[src/rtl/genesis_boot_pkg.sv]
// -----------------------------------------------------------------------------
// genesis_boot_pkg
// Shared definitions for the Genesis boot copy engine.
//   boot_state_e      : FSM state encoding (IDLE..DONE, fixed 3-bit values)
//   ROM_LATENCY       : clocks from rom_addr to valid rom_data
//   DEFAULT_DST_BASE  : default byte address of the first RAM destination word
// -----------------------------------------------------------------------------
package genesis_boot_pkg;

   typedef enum logic [2:0] {
      IDLE  = 3'd0,
      ADDR  = 3'd1,
      WAIT  = 3'd2,
      WRITE = 3'd3,
      NEXT  = 3'd4,
      DONE  = 3'd5
   } boot_state_e;

   localparam int unsigned ROM_LATENCY      = 1;
   localparam logic [23:0] DEFAULT_DST_BASE = 24'h000000;

endpackage

[src/rtl/os_boot_loader.sv]
// -----------------------------------------------------------------------------
// os_boot_loader
// Copies WORDS 16-bit words from the OS ROM into work RAM through the arbiter's
// request/acknowledge port, keeps the 68000 in reset until the last word is
// acknowledged, and accumulates a modulo-2^16 checksum of the written words.
//
// Parameters
//   WORDS       : words to copy (1..2048)
//   DST_BASE    : byte address of the first destination word (even)
// Ports
//   clk         : system clock, shared with the ROM
//   rst         : synchronous active-high reset; restarts the copy from word 0
//   rom_addr    : ROM byte address, registered, bit 0 always 0
//   rom_data    : ROM read data, valid one clock after rom_addr
//   ram_req     : write request, held until ram_ack is sampled
//   ram_addr    : destination byte address, stable while ram_req is high
//   ram_wdata   : write data, stable while ram_req is high
//   ram_ack     : one-cycle acceptance pulse; only meaningful in WRITE
//   busy        : copy in progress
//   done        : copy complete, sticky until reset
//   cpu_reset_n : 68000 reset, released together with done
//   checksum    : running sum of acknowledged words
// -----------------------------------------------------------------------------
module os_boot_loader
   import genesis_boot_pkg::*;
#(
   parameter int unsigned WORDS    = 1024,
   parameter logic [23:0] DST_BASE = DEFAULT_DST_BASE
) (
   input  logic        clk,
   input  logic        rst,
   output logic [11:0] rom_addr,
   input  logic [15:0] rom_data,
   output logic        ram_req,
   output logic [23:0] ram_addr,
   output logic [15:0] ram_wdata,
   input  logic        ram_ack,
   output logic        busy,
   output logic        done,
   output logic        cpu_reset_n,
   output logic [15:0] checksum
);

   localparam logic [10:0] LAST_IDX = 11'(WORDS - 1);

   boot_state_e state_q, state_d;
   logic [10:0] idx_q, idx_d;
   logic [11:0] rom_addr_q;
   logic        ram_req_q;
   logic [23:0] ram_addr_q, ram_addr_d;
   logic [15:0] ram_wdata_q, ram_wdata_d;
   logic        busy_q;
   logic        done_q;
   logic [15:0] checksum_q, checksum_d;
   logic        ack_seen;

   // An ack only counts while our own request is actually on the bus.
   assign ack_seen = (state_q == WRITE) && ram_req_q && ram_ack;

   always_comb begin
      // NOTE: every variable gets a default first so no path leaves it unassigned (no latch).
      state_d     = state_q;
      idx_d       = idx_q;
      ram_addr_d  = ram_addr_q;
      ram_wdata_d = ram_wdata_q;
      checksum_d  = checksum_q;

      unique case (state_q)
         IDLE: begin
            idx_d      = '0;
            checksum_d = '0;
            state_d    = ADDR;
         end
         ADDR: state_d = WAIT;
         WAIT: begin
            // ROM word for idx is valid now; latch it with its destination so
            // both stay frozen for the whole request.
            ram_wdata_d = rom_data;
            ram_addr_d  = DST_BASE + {12'd0, idx_q, 1'b0};
            state_d     = WRITE;
         end
         WRITE: begin
            if (ack_seen) begin
               checksum_d = checksum_q + ram_wdata_q;
               state_d    = NEXT;
            end
         end
         NEXT: begin
            if (idx_q == LAST_IDX) begin
               state_d = DONE;
            end else begin
               idx_d   = idx_q + 11'd1;
               state_d = ADDR;
            end
         end
         DONE:    state_d = DONE;
         default: state_d = IDLE;
      endcase
   end

   always_ff @(posedge clk) begin
      if (rst) begin
         state_q     <= IDLE;
         idx_q       <= '0;
         rom_addr_q  <= '0;
         ram_req_q   <= 1'b0;
         ram_addr_q  <= '0;
         ram_wdata_q <= '0;
         busy_q      <= 1'b0;
         done_q      <= 1'b0;
         checksum_q  <= '0;
      end else begin
         // NOTE: state registers use non-blocking assignment so every flop samples pre-edge values.
         state_q     <= state_d;
         idx_q       <= idx_d;
         // Registered from the next index so the address is on the ROM pins
         // during the ADDR cycle itself.
         rom_addr_q  <= {idx_d, 1'b0};
         // Outputs are decoded from the next state so they change on the same
         // edge as the state they belong to.
         ram_req_q   <= (state_d == WRITE);
         ram_addr_q  <= ram_addr_d;
         ram_wdata_q <= ram_wdata_d;
         busy_q      <= (state_d inside {ADDR, WAIT, WRITE, NEXT});
         done_q      <= (state_d == DONE);
         checksum_q  <= checksum_d;
      end
   end

   assign rom_addr    = rom_addr_q;
   assign ram_req     = ram_req_q;
   assign ram_addr    = ram_addr_q;
   assign ram_wdata   = ram_wdata_q;
   assign busy        = busy_q;
   assign done        = done_q;
   // The CPU leaves reset on exactly the edge that raises done.
   assign cpu_reset_n = done_q;
   assign checksum    = checksum_q;

endmodule
[config.mk]
export PLATFORM = sky130hd
export DESIGN_NAME = os_boot_loader
export DESIGN_NICKNAME = d
export VERILOG_FILES = /design/src/rtl/genesis_boot_pkg.sv /design/src/rtl/os_boot_loader.sv
export SDC_FILE = /design/constraint.sdc
export NUM_CORES = 1
export LEC_CHECK = 0
export ABC_AREA = 1
export BUFFER_PORTS_ARGS = -buffer_cell sky130_fd_sc_hd__buf_4
export CORE_UTILIZATION = 45
export DETAILED_ROUTE_END_ITERATION = 7
export GPL_TIMING_DRIVEN = 0
export PLACE_DENSITY = 0.7
export RECOVER_POWER = 50
export SLEW_MARGIN = 20
export SYNTH_ARGS = -nofsm -noshare
export SYNTH_HDL_FRONTEND = slang
export SYNTH_SLANG_ARGS = --single-unit
[constraint.sdc]
create_clock -name clk -period 2.95 [get_ports clk]
set_clock_uncertainty 0.05 [all_clocks]
set_input_delay 0.4425 -clock clk [delete_from_list [all_inputs] [get_ports clk]]
set_output_delay 0.4425 -clock clk [all_outputs]
set_load 0.01 [all_outputs]
==> impl_metrics.yaml <==
logic_synthesis:
  mapped_avg_cell_area_um2: 6.879
  netlist_area_mm2: 0.003412
  synth_seq_area_share: 0.3520
  yosysWarnings: 0
  postSynthRegisterBits: 60
  synthesis.instances: 496
  post_synth_num_cell_types: 36
clock_network:
  clkTransAtPathRegs_ns: 0.07
  numCtsBuffers: 9
  number_of_clock_sinks: 60
  cts_tree: "done"
  clock_insertion_delay_worst_skew_ns: 0.33
  cts_max_level: 3
  post_cts_buffers: 0
  clock_path_buffers: 2
  cts.hold.buffers_added: 0
  cts_resized: 0
  clockRootBuffer: "clkbuf_8"
floorplan:
  overall_die_area_mm2: 0.007934
  cell_rows: 31
  die_y_um: 89.08
  floorplan.initialDensity: 0.4679
  pin_count: 91
  die_w_um: 89.08
  core_region_area_mm2: 0.007292
sta:
  fin_worst_hold_slack_ns: 0.3390
  timing_max_transition_violations_final: 0
  tightest_slew_ns: 0.6410
  max_slew_headroom_at_the_worst_pin: 0.5727
  final-hold-violation-count: 0
  layout_min_cycle_time_ns: 1.916
  layout_worst_path_cycle_share: 0.6494
  final-setup-viol-count: 0
  max_clock_freq_ghz: 0.5220
  tns_ns: 0
  grt_setup_unrepaired: "no"
setup_path:
  critical_path_peak_fanout: 4
  worst_endpoint_data_arrival_time_ns: 2.13
  timing.critical_path.required_ns: 3.16
  setup.worst_path.class: "reg2reg"
  r2r_start: "ram_wdata[0]$_SDFFE_PP0P_"
  r2r_cells: 8
  crit_path_start: "ram_wdata[0]$_SDFFE_PP0P_"
  critPathCaptureType: "register"
  crit_path_start_kind: "register"
layout:
  most_frequent_cells_in_the_layout: "nand2_1, clkbuf_1, a21oi_1, dfxtp_1, nand3_1"
  fillerInstances: 788
  drive_gt1_frac: 0.1417
  n_antenna_cell: 0
  postLayoutCoreUtil: 0.5700
  area_growth_pct: 21.82
  final_net_count: 631
  most_common_cell_after_layout_fill_and_taps_aside: "nand2_1"
power_and_ir_drop:
  cellLeakagePower_nw: 1.865
  p_total_mw: 1.908
  power_density_mw_per_mm2: 459.1
  vdd.ir_drop.worst_uv: 249.1
detailed_routing:
  routed-via-count: 3457
  detail_route.iter0.violations: 181
  avgRoutedWirePerCell_um: 12.88
  wl_um: 9000
  drtAntennaViolNets: 0
  drt-vias-per-instance: 4.946
  total_iterations_of_the_first_detailed_routing_run: 5
  detail_route.wirelength.met1_um: 4051
  wl_met3_um: 403
  dr.max_layer_used: "met4"
  routed_wire_length_on_met2_um: 4432
  remaining_drc_errors: 0
min_path:
  hold_class: "in2reg"
  worstHoldStart: "rom_data[1]"
  min_path_cells: 3
global_route:
  grt_use_total: 0.2403
  global_route.overflow_total: 0
  grt_max_degree: 11
  first_global_vias: 3214
  antenna_found_initial: 0
  grt_first_pass_wirelength_um: 14570
run:
  drv.max_cap_violation_count: 0
place:
  dp_hpwl_um: 6882
  port_buffers: 75
  placer_congestion_estimate: 0.9260
status:
  run_status: "finished, final reports clean"
[state kept, by name, indices dropped and copies added (netlist names)]
signal,flops
busy,1
checksum,16
cpu_reset_n,1
ram_addr,11
ram_req,1
ram_wdata,16
rom_addr,11
state_q,3
[final cells by class]
type	count	area, um^2	share of cell area
inverter	52	200.2	0.04816
clock inverter	3	45.04	0.01084
tap	99	123.9	0.02980
clock buffer	13	158.9	0.03823
timing repair buffer	75	375.4	0.09031
sequential	60	1201	0.2890
buffer	31	187.7	0.04515
multi-input combinational	366	1864	0.4485
[cells in the mapped netlist]
cell type	count	area, um^2
a21boi_1	1	7.510
ha_1	16	200.2
xor2_1	4	35.03
nand2_4	1	11.26
a21oi_2	5	43.79
a21oi_1	60	300.3
a31oi_1	1	6.260
nand2_2	2	12.51
nor2_1	26	97.59
clkbuf_1	6	22.52
inv_1	46	172.7
o21ai_1	4	20.02
or2_2	2	12.51
buf_6	1	11.26
clkinv_4	1	8.760
nand3b_1	6	45.04
buf_1	1	3.750
nor4_1	1	6.260
fa_1	1	20.02
inv_2	5	18.77
nor2_2	1	6.260
nor3_4	1	16.27
o21ai_0	10	50.05
buf_2	7	35.03
nor2_4	5	56.30
dfxtp_1	60	1201
nor3b_1	1	7.510
conb_1	1	3.750
buf_4	16	120.1
nand4_1	1	6.260
nand2_1	145	544.3
nand3_2	1	10.01
nor3_1	4	20.02
nand3_1	50	250.2
xnor2_1	2	17.52
nand3b_2	1	11.26
[routing by layer]
metal | GRT usage | vias up
li1 | - | 1779
met1 | 0.2853 | 1581
met2 | 0.4280 | 83
met3 | 0.05910 | 14
met4 | 0.07504 | 0
met5 | 0 | -
[report_power, final]
part | switching (mW) | internal (mW)
Sequential | 0.0246 | 0.835
Clock | 0.325 | 0.437
Combinational | 0.186 | 0.0994
[worst max-delay path, stage by stage (launching register included)]
cell	delay, ns
dfxtp_1	0.33
ha_1	0.22
fa_1	0.43
nand3_1	0.10
nand3_1	0.17
a21oi_1	0.20
xnor2_1	0.15
nand2_1	0.07
a21oi_1	0.13
[stage by stage]
stage / setup WS, ns / std cells / area [um^2]
2_1_floorplan: 1.236 / 509 / 3461
3_5_place_dp: 1.082 / 683 / 4148
3_3_place_gp: 1.102 / 683 / 4148
6_report: 1.034 / 699 / 4156
5_1_grt: 0.9203 / 699 / 4156
4_1_cts: 1.052 / 699 / 4352
[final timing paths]
| kind | endpoint | slack, ns |
|---|---|---|
| setup / recovery | checksum[8]$_SDFFE_PP0P_ | 1.03 |
| hold / removal | ram_wdata[1]$_SDFFE_PP0P_ | 0.34 |
| setup reg to reg | checksum[8]$_SDFFE_PP0P_ | 1.03 |
| hold reg to reg | ram_addr[4]$_SDFFE_PP0P_ | 0.42 |
[logic make-up (layout without fill, tap and decap cells)]
logic type | Yosys count | after routing | share of synthesized area
XOR/XNOR | 6 | 6 | 0.01540
flip-flops | 60 | 60 | 0.3520
buffers and inverters | 83 | 174 | 0.1151
adder cells (fa/ha/maj) | 17 | 17 | 0.06454
AND/OR/NAND/NOR | 248 | 248 | 0.3264
other | 1 | 14 | 0.001099
AO/OA/AOI/OAI | 81 | 81 | 0.1254
Note: power is estimated with default switching activity, not from simulation.
